File: config.mk
export PLATFORM = sky130hd
export DESIGN_NAME = muldiv_seq
export DESIGN_NICKNAME = d
export VERILOG_FILES = /design/src/rtl/muldiv_seq_pkg.sv /design/src/rtl/muldiv_step.sv /design/src/rtl/muldiv_seq.sv
export SDC_FILE = /design/constraint.sdc
export NUM_CORES = 1
export LEC_CHECK = 0
export BUFFER_PORTS_ARGS = -buffer_cell sky130_fd_sc_hd__buf_2
export CAP_MARGIN = 0
export CORE_MARGIN = 10
export CORE_UTILIZATION = 60
export DETAILED_ROUTE_END_ITERATION = 12
export MAX_ROUTING_LAYER = met4
export PLACE_DENSITY = 0.78
export SYNTH_ARGS = -nofsm -noshare
export SYNTH_HDL_FRONTEND = slang
export SYNTH_HIERARCHICAL = 1
export SYNTH_SLANG_ARGS = --single-unit
File: constraint.sdc
create_clock -name clk -period 7.9 [get_ports clk]
set_input_delay 0.395 -clock clk [delete_from_list [all_inputs] [get_ports clk]]
set_output_delay 0.395 -clock clk [all_outputs]
set_load 0.02 [all_outputs]
File: src/rtl/muldiv_seq_pkg.sv
// Shared definitions for the iterative multiply/divide sequencer.
//   MD_LENGTH  : operand width, one loop iteration per bit
//   md_op_e    : MULT / MULTU / DIV / DIVU encodings as issued by EXE
//   md_state_e : sequencer state encodings
package muldiv_seq_pkg;

    localparam int MD_LENGTH = 32;

    typedef enum logic [1:0] {
        MD_MULT  = 2'b00,
        MD_MULTU = 2'b01,
        MD_DIV   = 2'b10,
        MD_DIVU  = 2'b11
    } md_op_e;

    typedef enum logic [1:0] {
        MD_IDLE = 2'b00,
        MD_RUN  = 2'b01,
        MD_DONE = 2'b10
    } md_state_e;

    function automatic logic op_is_div(input md_op_e op);
        return (op == MD_DIV) || (op == MD_DIVU);
    endfunction

    function automatic logic op_is_signed(input md_op_e op);
        return (op == MD_MULT) || (op == MD_DIV);
    endfunction

endpackage

File: src/rtl/muldiv_step.sv
// One radix-2 iteration of the multiply/divide loop (purely combinational).
//   acc_i, mq_i : current {acc,mq} pair (product halves, or remainder/quotient)
//   operand_i   : multiplicand (multiply) or divisor (divide)
//   is_div_i    : 1 = restoring divide step, 0 = shift-add multiply step
//   acc_o, mq_o : pair after this iteration
module muldiv_step
    import muldiv_seq_pkg::*;
#(
    parameter int LENGTH = MD_LENGTH
) (
    input  logic [LENGTH-1:0] acc_i,
    input  logic [LENGTH-1:0] mq_i,
    input  logic [LENGTH-1:0] operand_i,
    input  logic              is_div_i,
    output logic [LENGTH-1:0] acc_o,
    output logic [LENGTH-1:0] mq_o
);

    logic [LENGTH:0]   sum;
    logic [LENGTH:0]   rem_s;
    logic [LENGTH-1:0] diff;
    logic              ge;

    always_comb begin
        // multiply: add keeps its carry so the right shift loses nothing
        sum   = {1'b0, acc_i} + (mq_i[0] ? {1'b0, operand_i} : '0);
        // divide: the shifted remainder needs LENGTH+1 bits for the trial compare
        rem_s = {acc_i, mq_i[LENGTH-1]};
        ge    = (rem_s >= {1'b0, operand_i});
        // when ge holds the true difference is below the divisor, so LENGTH bits suffice
        diff  = rem_s[LENGTH-1:0] - operand_i;

        if (is_div_i) begin
            acc_o = ge ? diff : rem_s[LENGTH-1:0];
            mq_o  = {mq_i[LENGTH-2:0], ge};
        end else begin
            acc_o = sum[LENGTH:1];
            mq_o  = {sum[0], mq_i[LENGTH-1:1]};
        end
    end

endmodule

File: src/rtl/muldiv_seq.sv
// Iterative MULT/MULTU/DIV/DIVU sequencer owning the HI/LO write port.
//   clk, rst (async, active-low)
//   start, op, src_a, src_b : request from EXE, sampled only in IDLE
//   flush                   : kill the operation in flight, no HI/LO write
//   busy, stall_req         : status / pipeline freeze to the hazard unit
//   wen_hilo, w_hi, w_lo    : one-cycle HI/LO write strobe and data
//
//   state | meaning
//   IDLE  | waiting for an accepted start
//   RUN   | one loop iteration per cycle, LENGTH cycles
//   DONE  | result on w_hi/w_lo, wen_hilo pulsed, back to IDLE
module muldiv_seq
    import muldiv_seq_pkg::*;
#(
    parameter int LENGTH = MD_LENGTH
) (
    input  logic              clk,
    input  logic              rst,
    input  logic              start,
    input  logic [1:0]        op,
    input  logic [LENGTH-1:0] src_a,
    input  logic [LENGTH-1:0] src_b,
    input  logic              flush,
    output logic              busy,
    output logic              stall_req,
    output logic              wen_hilo,
    output logic [LENGTH-1:0] w_hi,
    output logic [LENGTH-1:0] w_lo
);

    localparam int CNT_W = $clog2(LENGTH);
    localparam logic [CNT_W-1:0] CNT_LAST = CNT_W'(LENGTH - 1);

    md_state_e         state_q;
    md_op_e            op_q;
    logic [CNT_W-1:0]  cnt_q;
    logic [LENGTH-1:0] acc_q, mq_q, operand_q;
    logic              neg_res_q, neg_rem_q;
    logic [LENGTH-1:0] w_hi_q, w_lo_q;

    md_op_e            op_in;
    logic              in_div, in_signed;
    logic [LENGTH-1:0] abs_a, abs_b;
    logic [LENGTH-1:0] acc_next, mq_next;
    logic [2*LENGTH-1:0] prod, prod_fix;
    logic [LENGTH-1:0] res_hi, res_lo;

    assign op_in     = md_op_e'(op);
    assign in_div    = op_is_div(op_in);
    assign in_signed = op_is_signed(op_in);
    assign abs_a     = (in_signed && src_a[LENGTH-1]) ? -src_a : src_a;
    assign abs_b     = (in_signed && src_b[LENGTH-1]) ? -src_b : src_b;

    muldiv_step #(.LENGTH(LENGTH)) u_step (
        .acc_i     (acc_q),
        .mq_i      (mq_q),
        .operand_i (operand_q),
        .is_div_i  (op_is_div(op_q)),
        .acc_o     (acc_next),
        .mq_o      (mq_next)
    );

    // Sign fix applied to the final iteration's output so DONE already holds the result.
    always_comb begin
        prod     = {acc_next, mq_next};
        prod_fix = neg_res_q ? -prod : prod;
        if (op_is_div(op_q)) begin
            res_lo = neg_res_q ? -mq_next : mq_next;
            res_hi = neg_rem_q ? -acc_next : acc_next;
        end else begin
            res_hi = prod_fix[2*LENGTH-1:LENGTH];
            res_lo = prod_fix[LENGTH-1:0];
        end
    end

    always_ff @(posedge clk or negedge rst) begin
        if (!rst) begin
            state_q   <= MD_IDLE;
            op_q      <= MD_MULT;
            cnt_q     <= '0;
            acc_q     <= '0;
            mq_q      <= '0;
            operand_q <= '0;
            neg_res_q <= 1'b0;
            neg_rem_q <= 1'b0;
            w_hi_q    <= '0;
            w_lo_q    <= '0;
        end else begin
            case (state_q)
                MD_IDLE: begin
                    if (start && !flush) begin
                        op_q  <= op_in;
                        cnt_q <= '0;
                        if (in_div && (src_b == '0)) begin
                            w_lo_q  <= '1;
                            w_hi_q  <= src_a;
                            state_q <= MD_DONE;
                        end else begin
                            acc_q     <= '0;
                            mq_q      <= in_div ? abs_a : abs_b;
                            operand_q <= in_div ? abs_b : abs_a;
                            neg_res_q <= in_signed && (src_a[LENGTH-1] ^ src_b[LENGTH-1]);
                            neg_rem_q <= in_signed && src_a[LENGTH-1];
                            state_q   <= MD_RUN;
                        end
                    end
                end
                MD_RUN: begin
                    if (flush) begin
                        state_q <= MD_IDLE;
                    end else begin
                        acc_q <= acc_next;
                        mq_q  <= mq_next;
                        cnt_q <= cnt_q + CNT_W'(1);
                        if (cnt_q == CNT_LAST) begin
                            w_hi_q  <= res_hi;
                            w_lo_q  <= res_lo;
                            state_q <= MD_DONE;
                        end
                    end
                end
                // A start seen here belongs to the instruction behind; only IDLE may accept it.
                MD_DONE: state_q <= MD_IDLE;
                default: state_q <= MD_IDLE;
            endcase
        end
    end

    assign busy      = (state_q != MD_IDLE);
    assign stall_req = !flush && (((state_q == MD_IDLE) && start) || (state_q == MD_RUN));
    assign wen_hilo  = (state_q == MD_DONE) && !flush;
    assign w_hi      = w_hi_q;
    assign w_lo      = w_lo_q;

endmodule
; Yosys cells after proc, flatten, opt, wreduce, memory -nomap -nowiden
; Cells that the tools add are included.
[word_totals]
regBits = 171
input_bits = 70
out_inout_bits = 67
[op_classes]
add_sub_neg = 8
order_cmp = 1
eq_ne = 13
muxes = 39
n_bitwise = 2
reduce_logical = 24
[op_table]
columns = operator, count
row1 = 32-bit 2-to-1 mux, 26
row2 = 32-bit one-hot mux with 2 select lines, 4
row3 = 32-bit negator, 4
row4 = 64-bit 2-to-1 mux, 1
row5 = 64-bit negator, 1
row6 = 32-bit by 33-bit adder with 33-bit output, 1
row7 = 33-bit by 32-bit greater-or-equal comparator with 1-bit output, 1
row8 = 32-bit logical NOT, 1
row9 = 32-bit subtractor, 1
row10 = "2-bit == test, second input constant", 5
row11 = 5-bit 2-to-1 mux, 2
row12 = "2-bit != test, second input constant", 5
row13 = 5-bit one-hot mux with 2 select lines, 1
row14 = 1-bit logical AND, 8
row15 = 2-bit 2-to-1 mux, 4
row16 = 3-bit AND reduction, 2
row17 = "5-bit by 1-bit adder with 5-bit output, second input constant", 1
row18 = "5-bit == test, second input constant", 1
row19 = 5-bit AND reduction, 1
row20 = 2-bit logical NOT, 2
row21 = 1-bit logical OR, 4
row22 = 2-bit one-hot mux with 2 select lines, 1
row23 = 2-bit AND reduction, 2
row24 = 4-bit AND reduction, 1
row25 = 6 further kinds, 7

; Logic depth before layout (Yosys ltp)
; Gate-level depths: netlist of the first run.
[depth]
depth_word = 9
mapped_depth = 22

; Modules after synthesis
; The synthesis of the first run kept the hierarchy.
[by_module_without_submodules]
columns = module, instances, cells_per_inst, area_per_inst_um2, seq_area_each_um2
row1 = muldiv_seq, 1, 1265, 10804.1, 4254.1
row2 = muldiv_step, 1, 705, 4867.2, 0.0

; Worst setup path before layout of the first run
; OpenSTA, ideal clock, no wires.
[synth_timing]
path_kind = reg2reg
start = reg acc_q[0]
end = reg w_hi_q[16] (netlist: w_hi[16])
t_arrival_ps = 4438
required_time_ps = 7774
slack_ps = 3336
stages_incl_launch_ff = 21
path_buffers = 4
period_less_slack_ps = 4564
path_cell_list = dfrtp_1 > ha_1 > nor2b_1 > o31ai_1 > a21oi_2 > o2111ai_1 > a21boi_2 > o21ai_4 > buf_4 > buf_4 > a21oi_1 > inv_1 > ha_1 > or3b_2 > clkbuf_1 > or4_1 > nor3_2 > buf_2 > o211ai_1 > xor2_1 > a221o_1
[synth_rtl]
columns = element, line_no
row1 = "start, declared", muldiv_seq.sv:37  ; logic [LENGTH-1:0] acc_q, mq_q, operand_q;
row2 = "start signal, assigned", muldiv_seq.sv:112  ; acc_q <= acc_next;
row3 = 33-bit by 32-bit greater-or-equal comparator with 1-bit output, muldiv_step.sv:29  ; ge = (rem_s >= {1'b0, operand_i});
row4 = 32-bit 2-to-1 mux, muldiv_step.sv:33  ; if (is_div_i) begin
row5 = net mq_next[0], muldiv_seq.sv:44  ; logic [LENGTH-1:0] acc_next, mq_next;
row6 = 64-bit negator, muldiv_seq.sv:66  ; prod_fix = neg_res_q ? -prod : prod;
row7 = 64-bit 2-to-1 mux, muldiv_seq.sv:66
row8 = 32-bit 2-to-1 mux, muldiv_seq.sv:67  ; if (op_is_div(op_q)) begin
row9 = 32-bit 2-to-1 mux, muldiv_seq.sv:115  ; if (cnt_q == CNT_LAST) begin
row10 = 32-bit 2-to-1 mux, muldiv_seq.sv:109  ; if (flush) begin
row11 = 32-bit one-hot mux with 2 select lines, muldiv_seq.sv:89  ; case (state_q)
row12 = "end signal, assigned", muldiv_seq.sv:96  ; w_hi_q <= src_a;
row13 = "end signal, assigned", muldiv_seq.sv:116  ; w_hi_q <= res_hi;
row14 = "end, declared", muldiv_seq.sv:39  ; logic [LENGTH-1:0] w_hi_q, w_lo_q;
; The timed path passes the listed nets, and every way through them passes these cells. The select of a mux whose other input is x is not followed.
; A chain may end at the register's enable or synchronous reset.

; Worst setup path after layout of the first run
[layout_timing]
start = reg acc_q[0]
end = reg w_hi_q[27] (netlist: w_hi[27])
[layout_via]
elab_chain_len = 9
[layout_rtl]
columns = element, line_no
row1 = 32-bit subtractor / 33-bit by 32-bit greater-or-equal comparator with 1-bit output (equally long branches), "muldiv_step.sv:31, muldiv_step.sv:29"
row2 = 32-bit 2-to-1 mux, muldiv_step.sv:34  ; acc_o = ge ? diff : rem_s[LENGTH-1:0];
row3 = 32-bit 2-to-1 mux *, muldiv_step.sv:33
row4 = net acc_next[8], muldiv_seq.sv:44
row5 = 64-bit negator / 32-bit negator (equally long branches), "muldiv_seq.sv:66, muldiv_seq.sv:69"
row6 = 64-bit 2-to-1 mux / 32-bit 2-to-1 mux (equally long branches), "muldiv_seq.sv:66, muldiv_seq.sv:69"
row7 = 32-bit 2-to-1 mux *, muldiv_seq.sv:67
row8 = 32-bit 2-to-1 mux *, muldiv_seq.sv:115
row9 = 32-bit 2-to-1 mux *, muldiv_seq.sv:109
row10 = 32-bit one-hot mux with 2 select lines *, muldiv_seq.sv:89
; Mark *: on every way through the listed nets, which the timed path passes. The rest lies on a longest branch. The select of a mux whose other input is x is not followed.

==> results of run 1 <==
-- power groups by stage --
stage          clock network [mW]  logic, mW  registers (mW)
6_report                    0.902       3.82            1.31
5_1_grt                     0.928       4.08            1.33
4_1_cts                     0.904       3.70            1.30
3_5_place_dp                    0       3.67            1.32
3_3_place_gp                    0       3.65            1.31
2_1_floorplan                   0       2.71            1.17
-- cell usage after synthesis (all sizes together), types with 5 or more instances --
library cell / count / area share [%]
ha: 70 / 5.6
nand2: 209 / 5.0
inv: 65 / 1.6
or2: 12 / 0.48
nor2b: 13 / 0.52
a21o: 35 / 1.7
dfrtp: 170 / 27
o211ai: 30 / 1.4
xnor2: 69 / 3.9
a221o: 14 / 0.89
o21a: 16 / 0.77
a31oi: 44 / 2.0
or4: 22 / 1.1
nand2b: 15 / 0.60
a211o: 8 / 0.45
a221oi: 5 / 0.39
o31a: 6 / 0.34
and2: 40 / 1.6
mux2: 48 / 3.4
nand4: 13 / 0.52
clkbuf: 91 / 2.2
o21bai: 7 / 0.34
nor4: 26 / 1.2
o41ai: 19 / 1.2
a2111oi: 5 / 0.38
buf: 29 / 1.2
nor2: 173 / 4.2
xor2: 89 / 5.0
a211oi: 10 / 0.48
or3: 16 / 0.64
and3: 25 / 1.0
nor3b: 6 / 0.29
o31ai: 35 / 1.7
nor3: 53 / 1.8
a21oi: 180 / 5.8
o21ai: 124 / 4.1
o211a: 5 / 0.32
o22ai: 13 / 0.52
o221ai: 9 / 0.50
a41oi: 6 / 0.34
mux2i: 39 / 2.5
nand3: 45 / 1.5
-- worst max-delay path, cell delays in order, from the launching register on --
cell,delay (ns)
sky130_fd_sc_hd__dfrtp_1,0.45
sky130_fd_sc_hd__ha_1,0.34
sky130_fd_sc_hd__nor2b_1,0.16
sky130_fd_sc_hd__o31ai_1,0.37
sky130_fd_sc_hd__a21oi_2,0.17
sky130_fd_sc_hd__o2111ai_1,0.32
sky130_fd_sc_hd__a21boi_2,0.14
sky130_fd_sc_hd__o21ai_4,0.59
sky130_fd_sc_hd__buf_4,0.48
sky130_fd_sc_hd__nor2_1,0.09
sky130_fd_sc_hd__a21oi_1,0.13
sky130_fd_sc_hd__a21oi_1,0.08
sky130_fd_sc_hd__buf_4,0.22
sky130_fd_sc_hd__or4_1,0.59
sky130_fd_sc_hd__nor4_2,0.68
sky130_fd_sc_hd__o21ai_0,0.25
sky130_fd_sc_hd__a2111oi_1,0.48
sky130_fd_sc_hd__xor2_1,0.19
sky130_fd_sc_hd__o22ai_1,0.09
-- flip-flops by register name (all words and copies together), names as in the netlist --
name       flops
acc_q         32
mq_q          32
operand_q     32
w_hi          32
w_lo          32
cnt_q          5
state_q        2
neg_rem_q      1
neg_res_q      1
op_q           1
-- cell families (layout without fill, tap and decap cells) --
| logic type | count (synthesis) | after routing | share of synthesized area [%] |
|---|---|---|---|
| flops | 170 | 170 | 27.1 |
| mux | 87 | 87 | 5.94 |
| compound gates | 608 | 608 | 25.7 |
| buf+inv | 186 | 259 | 4.93 |
| xor+xnor | 158 | 158 | 8.83 |
| fa+ha+maj | 72 | 72 | 5.84 |
| simple gates | 689 | 689 | 21.6 |
| other cells | 0 | 1 | 0 |
-- per-stage QoR --
| stage | util, % | hold WS [ns] | setup slack (ns) | instance area (um2) | cells |
|---|---|---|---|---|---|
| 4_1_cts | 65.9 | 0.0860 | 2.08 | 17100 | 2378 |
| 3_3_place_gp | 63.5 | 0.459 | 2.17 | 16500 | 2347 |
| 6_report | 65.9 | -0.00710 | 1.93 | 17100 | 2379 |
| 3_5_place_dp | 63.5 | 0.467 | 2.11 | 16500 | 2347 |
| 5_1_grt | 65.9 | 0.0721 | 1.60 | 17100 | 2379 |
| 2_1_floorplan | - | 0.0994 | 3.34 | 15700 | 1970 |
-- cell type report --
class	instances	area, um2	share of cell area, %
multi-input combinational	1614	10700	62.4
sequential	170	4260	24.9
timing repair buffer	162	882	5.17
clock buffer	17	425	2.49
tap	335	419	2.46
inverter	66	248	1.45
clock inverter	14	181	1.06
antenna	1	2.50	0.0147
-- metal layers --
metal	track usage, %	wire (um)	vias to the layer above	part of all wire, %
li1	-	-	7343	-
met1	44.1	23500	7679	40
met2	54.2	27200	958	46
met3	5.41	4880	193	8.2
met4	19.8	3690	0	6.2
met5	-	0	-	0
-- placed cells by master (no fill, tap or decap), drive strengths merged, types with 69 or more instances in the layout --
cell	instances
a21oi	180
buf	162
dfrtp	170
ha	70
inv	71
nand2	209
nor2	173
o21ai	124
xnor2	69
xor2	89
-- how the worst min path moves through the flow --
stage,startpoint,end,slack [ns],depth (start not counted)
after global placement,cnt_q[4]$_DFFE_PN0P_,cnt_q[4]$_DFFE_PN0P_,0.46,2
after CTS,rst,cnt_q[0]$_DFFE_PN0P_,0.09,1
after global routing,rst,cnt_q[2]$_DFFE_PN0P_,0.07,1
after detailed placement,cnt_q[4]$_DFFE_PN0P_,cnt_q[4]$_DFFE_PN0P_,0.47,2
after floorplan,rst,acc_q[0]$_DFFE_PN0P_,0.1,0
final,rst,cnt_q[1]$_DFFE_PN0P_,-0.007,1
==> summary by stage, run 1 <==
Outcome
The run finished, with violations left. The final reports fail on hold timing.

Setup path
The critical path endpoint is w_hi[27]$_DFFE_PN0P_. Setup slack on the worst reg-to-reg path comes out at 1.93 ns. STA classifies the critical path startpoint as a flip-flop.

The number of cells on the worst reg-to-reg path is 18. The worst setup path is captured at a flip-flop. The arrival time at the worst endpoint is 6.27 ns. The capture instance of the worst register-to-register path is w_hi[27]$_DFFE_PN0P_. The critical path starts at acc_q[0]$_DFFE_PN0P_. The startpoint of the most critical register-to-register path is acc_q[0]$_DFFE_PN0P_. By startpoint and endpoint, the worst setup path is classified as reg -> reg. The required time of the worst setup path is 8.20 ns. The maximum fanout along the worst path is 31.

GRT
For this run, the total global-route usage over all layers was measured as 35.4%. The first global-routing pass estimated 90700 um of wire. The number of global-route vias before repair came to 15400. Entering global routing, the biggest net connects 97 pins. The global-route congestion overflow total is 0. The number of antenna violations at the first check in global routing is 1.

Route
For this block, the routed nets add up to 59300 um of wire. In this run, the number of DRC markers left after iteration 0 of detailed routing was 1921. The average detailed-routed wire length per instance is 24.9 um. The DRC violations left is 0.

The total vias in the final route is 16200. The average vias per placed instance is 6.80. The first TritonRoute pass finished after 6 iterations.

The residual antenna-violating net count after detailed routing is 0.

Placement
After legalization and detailed placement, the total HPWL measured 45200 um. Routability-driven placement finished with a final weighted congestion of 1.06. During placement, the flow inserted port buffers numbering 136.

Worst hold path
In this run the worst hold path is classified as in -> async.

STA
The number of failing hold endpoints at the final stage is 4. The highest clock rate is 0.168 GHz. The share of the cycle needed by the critical path after routing is 75.5%. Setup repair after global routing left no endpoint under its margin. The final critical-path required period is 5.97 ns. The relative slew slack is 17.7%. The final-report max-slew violation count came to 0. For the pin with the worst max-slew slack, the measured transition is 1.23 ns.

The worst slack on hold paths is -0.00710 ns. The largest clock skew in the final design is 0.0166 ns. Setup violations remaining at the end of the flow were counted as 0. The setup total negative slack is 0 ns.

Power and ir drop
The completed layout was analyzed and its total power is 6.03 mW. The peak supply drop is 176 uV. The design internal power is 2.88 mW. In this run switching power makes up 52.3% of total power. The analysis attributes to cell leakage a power of 7.73 nW.

The clock share of power is 15.0%. The power density normalized to cell area is 353 nW/um2. The logic gate share of total power is 63.3%. The switching power is 3.15 mW.

The sequential cell fraction of total power is 21.8%.

Synth
In this run, synthesis inferred 0 flip-flops with an integrated enable. In the synthesized netlist the async set-or-reset flop fraction comes to 100%. After technology mapping, the gate count stands at 1970. The total nets after synthesis is 2112.

The netlist area before placement is 15700 um2. Yosys printed 6 warnings. For this run, the leading register cell type out of synthesis is sky130_fd_sc_hd__dfrtp_1.

Sequential cells were found to cover 27.1% of the synthesized design area. The post-synthesis cell type count is 96. Synthesis inferred 170 register bits. The average size of a mapped cell is 7.95 um2.

Floorplan
The area of the core is 25900 um2. The die is 182 um tall. The floorplan step defined a die boundary enclosing 33000 um2. In this run the count of I/O pins placed on the die edge is 137.

For this configuration, the core starts out at a cell density of 60.5%. The standard-cell row count is 59. The x dimension of the die is 182 um.

Run
The tool flagged a number of max-cap violations equal to 0.

CTS
The quantity of gates resized following cts is 0. The H-tree was split into 4 levels. The number of hold buffers added after CTS was 0.

The maximum clock insertion buffer count is 2. Buffers added to address setup during post-CTS repair amount to 0. Clock-pin slew was measured on the worst setup and hold paths at 0.08 ns. TritonCTS built the clock tree. CTS saw 170 sinks.

Clock tree synthesis selected as its root buffer the cell sky130_fd_sc_hd__clkbuf_16. For the worst-skew pair, the clock arrives at the later sink with an insertion delay of 0.44 ns. The number of clock buffers added by TritonCTS is 17.

Cells and area
The fraction of final layout cells sized beyond drive strength 1 is 14.2%. Compared with the post-synthesis result, the final layout area differs by 8.94%. The total number of nets in the final design is 2173.

Counting the fill cells in the layout gives 2266.
Note: power is estimated with default switching activity, not from simulation.
==> run 2: changes to the inputs <==
--- a/config.mk
+++ b/config.mk
@@ -8,10 +8,10 @@
 export BUFFER_PORTS_ARGS = -buffer_cell sky130_fd_sc_hd__buf_2
 export CAP_MARGIN = 0
 export CORE_MARGIN = 10
-export CORE_UTILIZATION = 60
+export CORE_UTILIZATION = 56
 export DETAILED_ROUTE_END_ITERATION = 12
 export MAX_ROUTING_LAYER = met4
-export PLACE_DENSITY = 0.78
+export PLACE_DENSITY = 0.77
 export SYNTH_ARGS = -nofsm -noshare
 export SYNTH_HDL_FRONTEND = slang
 export SYNTH_HIERARCHICAL = 1
==> constraint.sdc (replaced) <==
create_clock -name clk -period 5.4 [get_ports clk]
set_input_delay 0.27 -clock clk [delete_from_list [all_inputs] [get_ports clk]]
set_output_delay 0.27 -clock clk [all_outputs]
set_load 0.02 [all_outputs]
==> run 2 against run 1 <==
Compared with the run above:
- the run still ends with hold timing left
- core utilization is 3.3 points lower
- sequential power is 48% higher
- hold slack worse by 0.14 ns
- cell area is 1.5% higher
- sequential cell count stayed put
- first-iteration DRC count is 17% higher
- sequential share of layout area is 0.37 points lower
- total power is 50% higher
- routed wire length is 0.84% higher
- critical endpoint is now w_hi[14]$_DFFE_PN0P_
- largest power group unchanged
==> summary by stage, run 2 (same netlist as run 1, synthesis figures left out) <==
Route
The total vias in the final route was 16300 (was 16200). The iteration-0 DRC count of the detailed router is 2244 (was 1921). The residual antenna-violating net count after detailed routing came to 0 (unchanged).

The average vias per placed instance was 6.65 (was 6.80). The average detailed-routed wire length per instance is 24.4 um (was 24.9 um). The DRC violations left is 0 (unchanged). The first-pass detailed-route iteration total was 7 (was 6). The total length of routed wires is 59800 um (was 59300 um).

Setup path
The critical path endpoint is w_hi[14]$_DFFE_PN0P_ (was w_hi[27]$_DFFE_PN0P_). The worst reg-to-reg setup slack is 0.22 ns (was 1.93 ns). The origin of the worst setup path was acc_q[0]$_DFFE_PN0P_ (unchanged). The required time of the worst setup path came to 5.70 ns (was 8.20 ns). The type of the worst setup path is reg -> reg (unchanged). The startpoint of the most critical register-to-register path was acc_q[0]$_DFFE_PN0P_ (unchanged). The arrival time at the worst endpoint is 5.48 ns (was 6.27 ns). The capture instance of the worst register-to-register path is w_hi[14]$_DFFE_PN0P_ (was w_hi[27]$_DFFE_PN0P_). The startpoint type of the worst setup path was a flip-flop (unchanged). The maximum fanout along the worst path was 13 (was 31).

The kind of end point of the critical path is a flip-flop (unchanged). The number of cells on the worst reg-to-reg path was 16 (was 18).

STA
The setup slack of the critical path after layout was 0.223 ns (was 1.93 ns). The largest clock skew in the final design is 0.0138 ns (was 0.0166 ns). The measured slew at the worst slew-check pin was 1.28 ns (was 1.23 ns).

The number of failing hold endpoints at the final stage is 41 (was 4). The highest clock rate is 0.193 GHz (was 0.168 GHz). The final number of setup-violating endpoints is 0 (unchanged).

Setup repair after global routing missed its margin: false (unchanged). The setup total negative slack is 0 ns (unchanged). The final-report max-slew violation count is 0 (unchanged). The worst slack on hold paths was -0.146 ns (was -0.00710 ns).

The share of the cycle needed by the critical path after routing is 95.9% (was 75.5%). The final critical-path required period is 5.18 ns (was 5.97 ns). The relative slew slack was 14.2% (was 17.7%).

CTS
The clock tree from TritonCTS is built (unchanged). The deepest level of the CTS H-tree is 4 (unchanged). The number of clock sinks seen by CTS is 170 (unchanged).

The clock transition at the register clock pins on the worst setup and hold paths after CTS is 0.08 ns (about the same). The number of buffers created by CTS is 17 (unchanged). The insertion delay to the later sink of the worst-skew pair is 0.46 ns (was 0.44 ns). The hold-fix buffer count after cts is 0 (unchanged). The maximum clock insertion buffer count is 2 (unchanged). The cell chosen for the clock root is sky130_fd_sc_hd__clkbuf_16 (unchanged).

Cells and area
The fraction of final layout cells sized beyond drive strength 1 is 15.4% (was 14.2%). The layout-stage area growth over the synthesis result is 10.6% (was 8.94%). The final cell utilization of the core is 62.6% (was 65.9%). The post-route cell area was 17300 um2 (was 17100 um2). The most common cell after layout, fill and taps aside is sky130_fd_sc_hd__nand2_1 (unchanged). Top library cells by usage in the layout, fill and taps aside: sky130_fd_sc_hd__nand2_1 (208), sky130_fd_sc_hd__a21oi_1 (177), sky130_fd_sc_hd__nor2_1 (172) (unchanged). The final cell count without fillers is 2447 (was 2379).

The count of filler cells inserted in the layout is 2534 (was 2266). The total number of nets in the final design is 2197 (was 2173).

Floorplan
The area of the core is 27700 um2 (was 25900 um2). The total die area is 35100 um2 (was 33000 um2). The standard-cell row count is 61 (was 59). The count of pins on the block boundary is 137 (unchanged). The initial cell density of the core is 56.6% (was 60.5%). The height of the chip is 187 um (was 182 um). The x dimension of the die was 187 um (was 182 um).

GRT
The wire length of the first global-routing pass is 91300 um (was 90700 um). The number of antenna violations at the first check in global routing came to 2 (was 1). The global-route congestion overflow total came to 0 (unchanged). The total track usage is 33.7% (was 35.4%). The number of global-route vias before repair is 15600 (was 15400).

The pin count of the biggest net entering global routing was 171 (was 97).

Power and ir drop
The peak supply drop is 270 uV (was 176 uV). The power density normalized to cell area came to 524 nW/um2 (was 353 nW/um2). The static power due to leakage is 7.85 nW (was 7.73 nW).

The post-route total power is 9.08 mW (was 6.03 mW).

Outcome
Failing checks: hold timing (unchanged). Run status: finished, violations left (unchanged).

Worst hold path
The class of the worst hold path is in -> async (unchanged).

Placement
The pre-CTS setup slack is 0.355 ns (was 2.11 ns). The half-perimeter wire length after detailed placement was 46100 um (was 45200 um). The number of cells in the design after placement is 2414 (was 2347). The routability congestion estimate is 1.07 (was 1.06). The total placed instance area came to 16700 um2 (was 16500 um2). The count of input and output buffers came to 136 (unchanged).

Run
The number of max-cap violations was 0 (unchanged).
-- run 2: cell count changes in the layout (fill, tap and decap cells not counted) --
cell	previous run	this run
sky130_fd_sc_hd__a31oi_1	41	40
sky130_fd_sc_hd__clkinv_8	4	3
sky130_fd_sc_hd__buf_12	0	2
sky130_fd_sc_hd__a31oi_2	1	2
sky130_fd_sc_hd__dfrtp_1	169	168
sky130_fd_sc_hd__inv_6	2	5
sky130_fd_sc_hd__clkinvlp_4	2	1
sky130_fd_sc_hd__dfrtp_2	0	1
sky130_fd_sc_hd__inv_8	4	2
sky130_fd_sc_hd__clkinv_4	1	3
sky130_fd_sc_hd__buf_4	26	48
-- run 2: area by class of cell --
| cell class | instances | area, um2 | area share [%] |
|---|---|---|---|
| repair buffers | 186 | 1090 | 6.27 |
| flip-flops and latches | 170 | 4260 | 24.6 |
| clock inverters | 15 | 179 | 1.03 |
| clock buffers | 17 | 425 | 2.45 |
| well taps | 378 | 473 | 2.73 |
| multi-input cells | 1614 | 10700 | 61.5 |
| diodes | 1 | 2.50 | 0.0144 |
| inverters | 66 | 248 | 1.43 |
-- run 2: power by group --
part / switching [mW] / internal (mW)
registers: 0.407 / 1.53
logic: 3.69 / 2.16
clock network: 0.630 / 0.663
-- run 2: how the worst min path moves through the flow --
stage                                 to  slack, ns  cells after the start
floorplan           acc_q[0]$_DFFE_PN0P_      -0.03                      0
global placement    cnt_q[4]$_DFFE_PN0P_       0.46                      2
detailed placement  cnt_q[4]$_DFFE_PN0P_       0.47                      2
CTS                 cnt_q[2]$_DFFE_PN0P_       0.03                      2
global route        cnt_q[0]$_DFFE_PN0P_      0.005                      2
finish              cnt_q[0]$_DFFE_PN0P_      -0.15                      2
-- run 2: metal layers --
metal  GRT usage (%)  part of all wire (%)  wire (um)
met1            39.5                    39      23100
met2            53.0                    46      27300
met3            5.01                   8.2       4930
met4            22.8                   7.4       4420
met5               -                     0          0
-- run 2: what timing repair did --
| action | 4_1_cts | 5_1_grt |
|---|---|---|
| endpoints found under the hold margin | 0 | 0 |
| buffers inserted | 0 | 0 |
| endpoints found under the setup margin | 0 | 1 |
| gates resized for setup | 0 | 2 |
-- run 2: critical path: stages, from the launching register on --
cell,delay (ns)
sky130_fd_sc_hd__dfrtp_1,0.45
sky130_fd_sc_hd__ha_1,0.34
sky130_fd_sc_hd__nor2b_1,0.17
sky130_fd_sc_hd__o31ai_1,0.32
sky130_fd_sc_hd__a21oi_2,0.16
sky130_fd_sc_hd__o2111ai_1,0.30
sky130_fd_sc_hd__a21boi_2,0.13
sky130_fd_sc_hd__o21ai_4,0.49
sky130_fd_sc_hd__mux2_2,0.40
sky130_fd_sc_hd__nand2_1,0.06
sky130_fd_sc_hd__o21ai_0,0.24
sky130_fd_sc_hd__or4b_2,0.79
sky130_fd_sc_hd__or3_1,0.43
sky130_fd_sc_hd__o31ai_1,0.27
sky130_fd_sc_hd__o21ai_0,0.17
sky130_fd_sc_hd__xnor2_1,0.19
sky130_fd_sc_hd__o211ai_1,0.09
==> run 3: changes to the inputs <==
--- a/config.mk
+++ b/config.mk
@@ -11,7 +11,7 @@
 export CORE_UTILIZATION = 56
 export DETAILED_ROUTE_END_ITERATION = 12
 export MAX_ROUTING_LAYER = met4
-export PLACE_DENSITY = 0.77
+export PLACE_DENSITY = 0.78
 export SYNTH_ARGS = -nofsm -noshare
 export SYNTH_HDL_FRONTEND = slang
 export SYNTH_HIERARCHICAL = 1
==> run 3 against run 2 <==
Compared with the run above:
- sequential power about the same
- highest routed layer unchanged
- the flow now finishes without violations
- setup slack better by 0.088 ns
- count of clock-buffer cells in the layout up 1
- critical path depth unchanged
- critical path type unchanged
- clock power about the same
- non-clock buffer count up 5
- cell count up 0.20%
- sequential share of layout area about the same
- die area unchanged
- sequential cell count unchanged
- hold slack better by 0.22 ns
==> summary by stage, run 3 (same netlist as run 1, synthesis figures left out) <==
CTS
The maximum clock insertion buffer count is 2 (unchanged). The cell chosen for the clock root was sky130_fd_sc_hd__clkbuf_16 (unchanged). The number of clock sinks seen by CTS is 170 (unchanged). The number of buffers created by CTS came to 17 (unchanged).

The insertion delay to the later sink of the worst-skew pair is 0.44 ns (was 0.46 ns). The clock transition at the register clock pins on the worst setup and hold paths after CTS came to 0.08 ns (about the same). The deepest level of the CTS H-tree is 4 (unchanged). The clock tree from TritonCTS is built (unchanged).

Worst hold path
Counting instances, the worst hold path has a depth of 2. The class of the worst hold path is in -> reg (was in -> async).

GRT
The wire length of the first global-routing pass is 91900 um (was 91300 um). The total track usage came to 33.9% (was 33.7%). The number of global-route vias before repair is 15800 (was 15600). The number of antenna violations at the first check in global routing is 1 (was 2). The pin count of the biggest net entering global routing came to 73 (was 171). The global-route congestion overflow total came to 0 (unchanged).

Setup path
The startpoint of the most critical register-to-register path is acc_q[0]$_DFFE_PN0P_ (unchanged). The worst-path cell with the longest stage delay was sky130_fd_sc_hd__or4b_2 (unchanged). The critical path endpoint is w_hi[20]$_DFFE_PN0P_ (was w_hi[14]$_DFFE_PN0P_). The capture instance of the worst register-to-register path is w_hi[20]$_DFFE_PN0P_ (was w_hi[14]$_DFFE_PN0P_). The kind of end point of the critical path is a flip-flop (unchanged). The type of the worst setup path is reg -> reg (unchanged). The origin of the worst setup path is acc_q[0]$_DFFE_PN0P_ (unchanged). The maximum fanout along the worst path is 14 (was 13). The number of cells on the worst reg-to-reg path is 16 (unchanged).

The largest stage delay on the critical path is 0.79 ns (about the same). The worst reg-to-reg setup slack was 0.31 ns (was 0.22 ns). The startpoint type of the worst setup path is a flip-flop (unchanged). The required time of the worst setup path is 5.78 ns (was 5.70 ns).

Crit path cell chain: ha_1 -> nor2b_1 -> o31ai_1 -> a21oi_2 -> o2111ai_1 -> a21boi_2 -> o21ai_4 -> mux2_2 -> nand2_1 -> o21ai_0 -> or4b_2 -> nand4b_1 -> o21ai_0 -> o2111ai_1 -> o41ai_1 -> o22a_1 (was ha_1 -> nor2b_1 -> o31ai_1 -> a21oi_2 -> o2111ai_1 -> a21boi_2 -> o21ai_4 -> mux2_2 -> nand2_1 -> o21ai_0 -> or4b_2 -> or3_1 -> o31ai_1 -> o21ai_0 -> xnor2_1 -> o211ai_1). The arrival time at the worst endpoint is 5.47 ns (was 5.48 ns).

Power and ir drop
The post-route total power is 9.04 mW (was 9.08 mW). The static power due to leakage is 7.86 nW (was 7.85 nW). The peak supply drop is 295 uV (was 270 uV).

The power density normalized to cell area came to 522 nW/um2 (was 524 nW/um2).

Route
The total vias in the final route is 16500 (was 16300). The DRC violations left is 0 (unchanged). The average vias per placed instance came to 6.74 (was 6.65). The total length of routed wires is 59900 um (was 59800 um). The average detailed-routed wire length per instance is 24.4 um (about the same). The first-pass detailed-route iteration total was 7 (unchanged).

The iteration-0 DRC count of the detailed router is 2112 (was 2244). The residual antenna-violating net count after detailed routing is 0 (unchanged).

Outcome
Run status: completed (was finished, violations left).

Cells and area
The fraction of final layout cells sized beyond drive strength 1 is 15.5% (was 15.4%). The post-route cell area is 17300 um2 (about the same). Top library cells by usage in the layout, fill and taps aside: sky130_fd_sc_hd__nand2_1 (208), sky130_fd_sc_hd__a21oi_1 (177), sky130_fd_sc_hd__nor2_1 (172) (unchanged). The most common cell after layout, fill and taps aside was sky130_fd_sc_hd__nand2_1 (unchanged). The final cell utilization of the core is 62.6% (about the same). The layout-stage area growth over the synthesis result is 10.6% (about the same).

The total number of nets in the final design is 2202 (was 2197).

STA
The highest clock rate came to 0.197 GHz (was 0.193 GHz). The largest clock skew in the final design was 0.0178 ns (was 0.0138 ns). The worst slack on hold paths is 0.0780 ns (was -0.146 ns). Setup repair after global routing missed its margin: false (unchanged). The final number of setup-violating endpoints is 0 (unchanged).

The number of failing hold endpoints at the final stage is 0 (was 41). The final-report max-slew violation count was 0 (unchanged). The relative slew slack is 25.4% (was 14.2%).

The setup total negative slack came to 0 ns (unchanged). The final critical-path required period is 5.09 ns (was 5.18 ns). The share of the cycle needed by the critical path after routing is 94.2% (was 95.9%).

The measured slew at the worst slew-check pin is 1.11 ns (was 1.28 ns).

Floorplan
The count of pins on the block boundary is 137 (unchanged). The total die area came to 35100 um2 (unchanged). The standard-cell row count came to 61 (unchanged). The height of the chip is 187 um (unchanged). The area of the core is 27700 um2 (unchanged). The x dimension of the die is 187 um (unchanged). The initial cell density of the core was 56.6% (unchanged).

Placement
The half-perimeter wire length after detailed placement is 46200 um (was 46100 um). The routability congestion estimate is 1.09 (was 1.07). The total placed instance area came to 16700 um2 (about the same). The count of input and output buffers came to 136 (unchanged).

Run
The number of max-cap violations is 0 (unchanged).
-- run 3: final cells by class --
cell class,count,area [um2]
Multi-Input combinational cell,1614,10700
Tap cell,378,473
Antenna cell,1,2.50
Fill cell,2495,10400
Inverter,66,248
Clock buffer,18,439
Clock inverter,14,155
Timing Repair Buffer,191,1100
Sequential cell,170,4260
-- run 3: repair_timing --
action                                 4_1_cts  5_1_grt
resized for setup                            0        1
hold buffers                                 1        0
endpoints found under the hold margin       70        0
buffers inserted                             0        2
setup endpoints to repair                    0        3
-- run 3: worst min path at each step --
stage	from	to	slack, ns
after global placement	rst	cnt_q[1]$_DFFE_PN0P_	0.34
after detailed placement	rst	state_q[1]$_DFFE_PN0P_	0.34
after CTS	flush	state_q[0]$_DFFE_PN0P_	0.07
after global routing	flush	state_q[0]$_DFFE_PN0P_	0.08
final	flush	state_q[0]$_DFFE_PN0P_	0.08
after floorplan	rst	acc_q[0]$_DFFE_PN0P_	-0.03
-- run 3: report_power, final --
group	switching, mW	internal (mW)
registers	0.402	1.53
clock network	0.629	0.631
logic	3.69	2.16
-- run 3: per-layer routing --
layer  routed length [um]  GRT usage (%)
met5                    0              -
met2                27000           52.5
met1                22900           40.1
met3                 5470           5.69
met4                 4510           22.5
-- run 3: stage by stage --
stage               setup WS, ns  std cells
CTS                        0.360       2449
floorplan                  0.836       1970
global route              0.0599       2452
global placement           0.439       2416
finish                     0.311       2452
detailed placement         0.363       2416
-- run 3: critical path: cells and delay by family, from the launching register on --
kind,cells,cell delay [ns]
flops,1,0.45
compound gates,10,2.53
simple gates,4,1.30
mux,1,0.40
fa+ha+maj,1,0.34
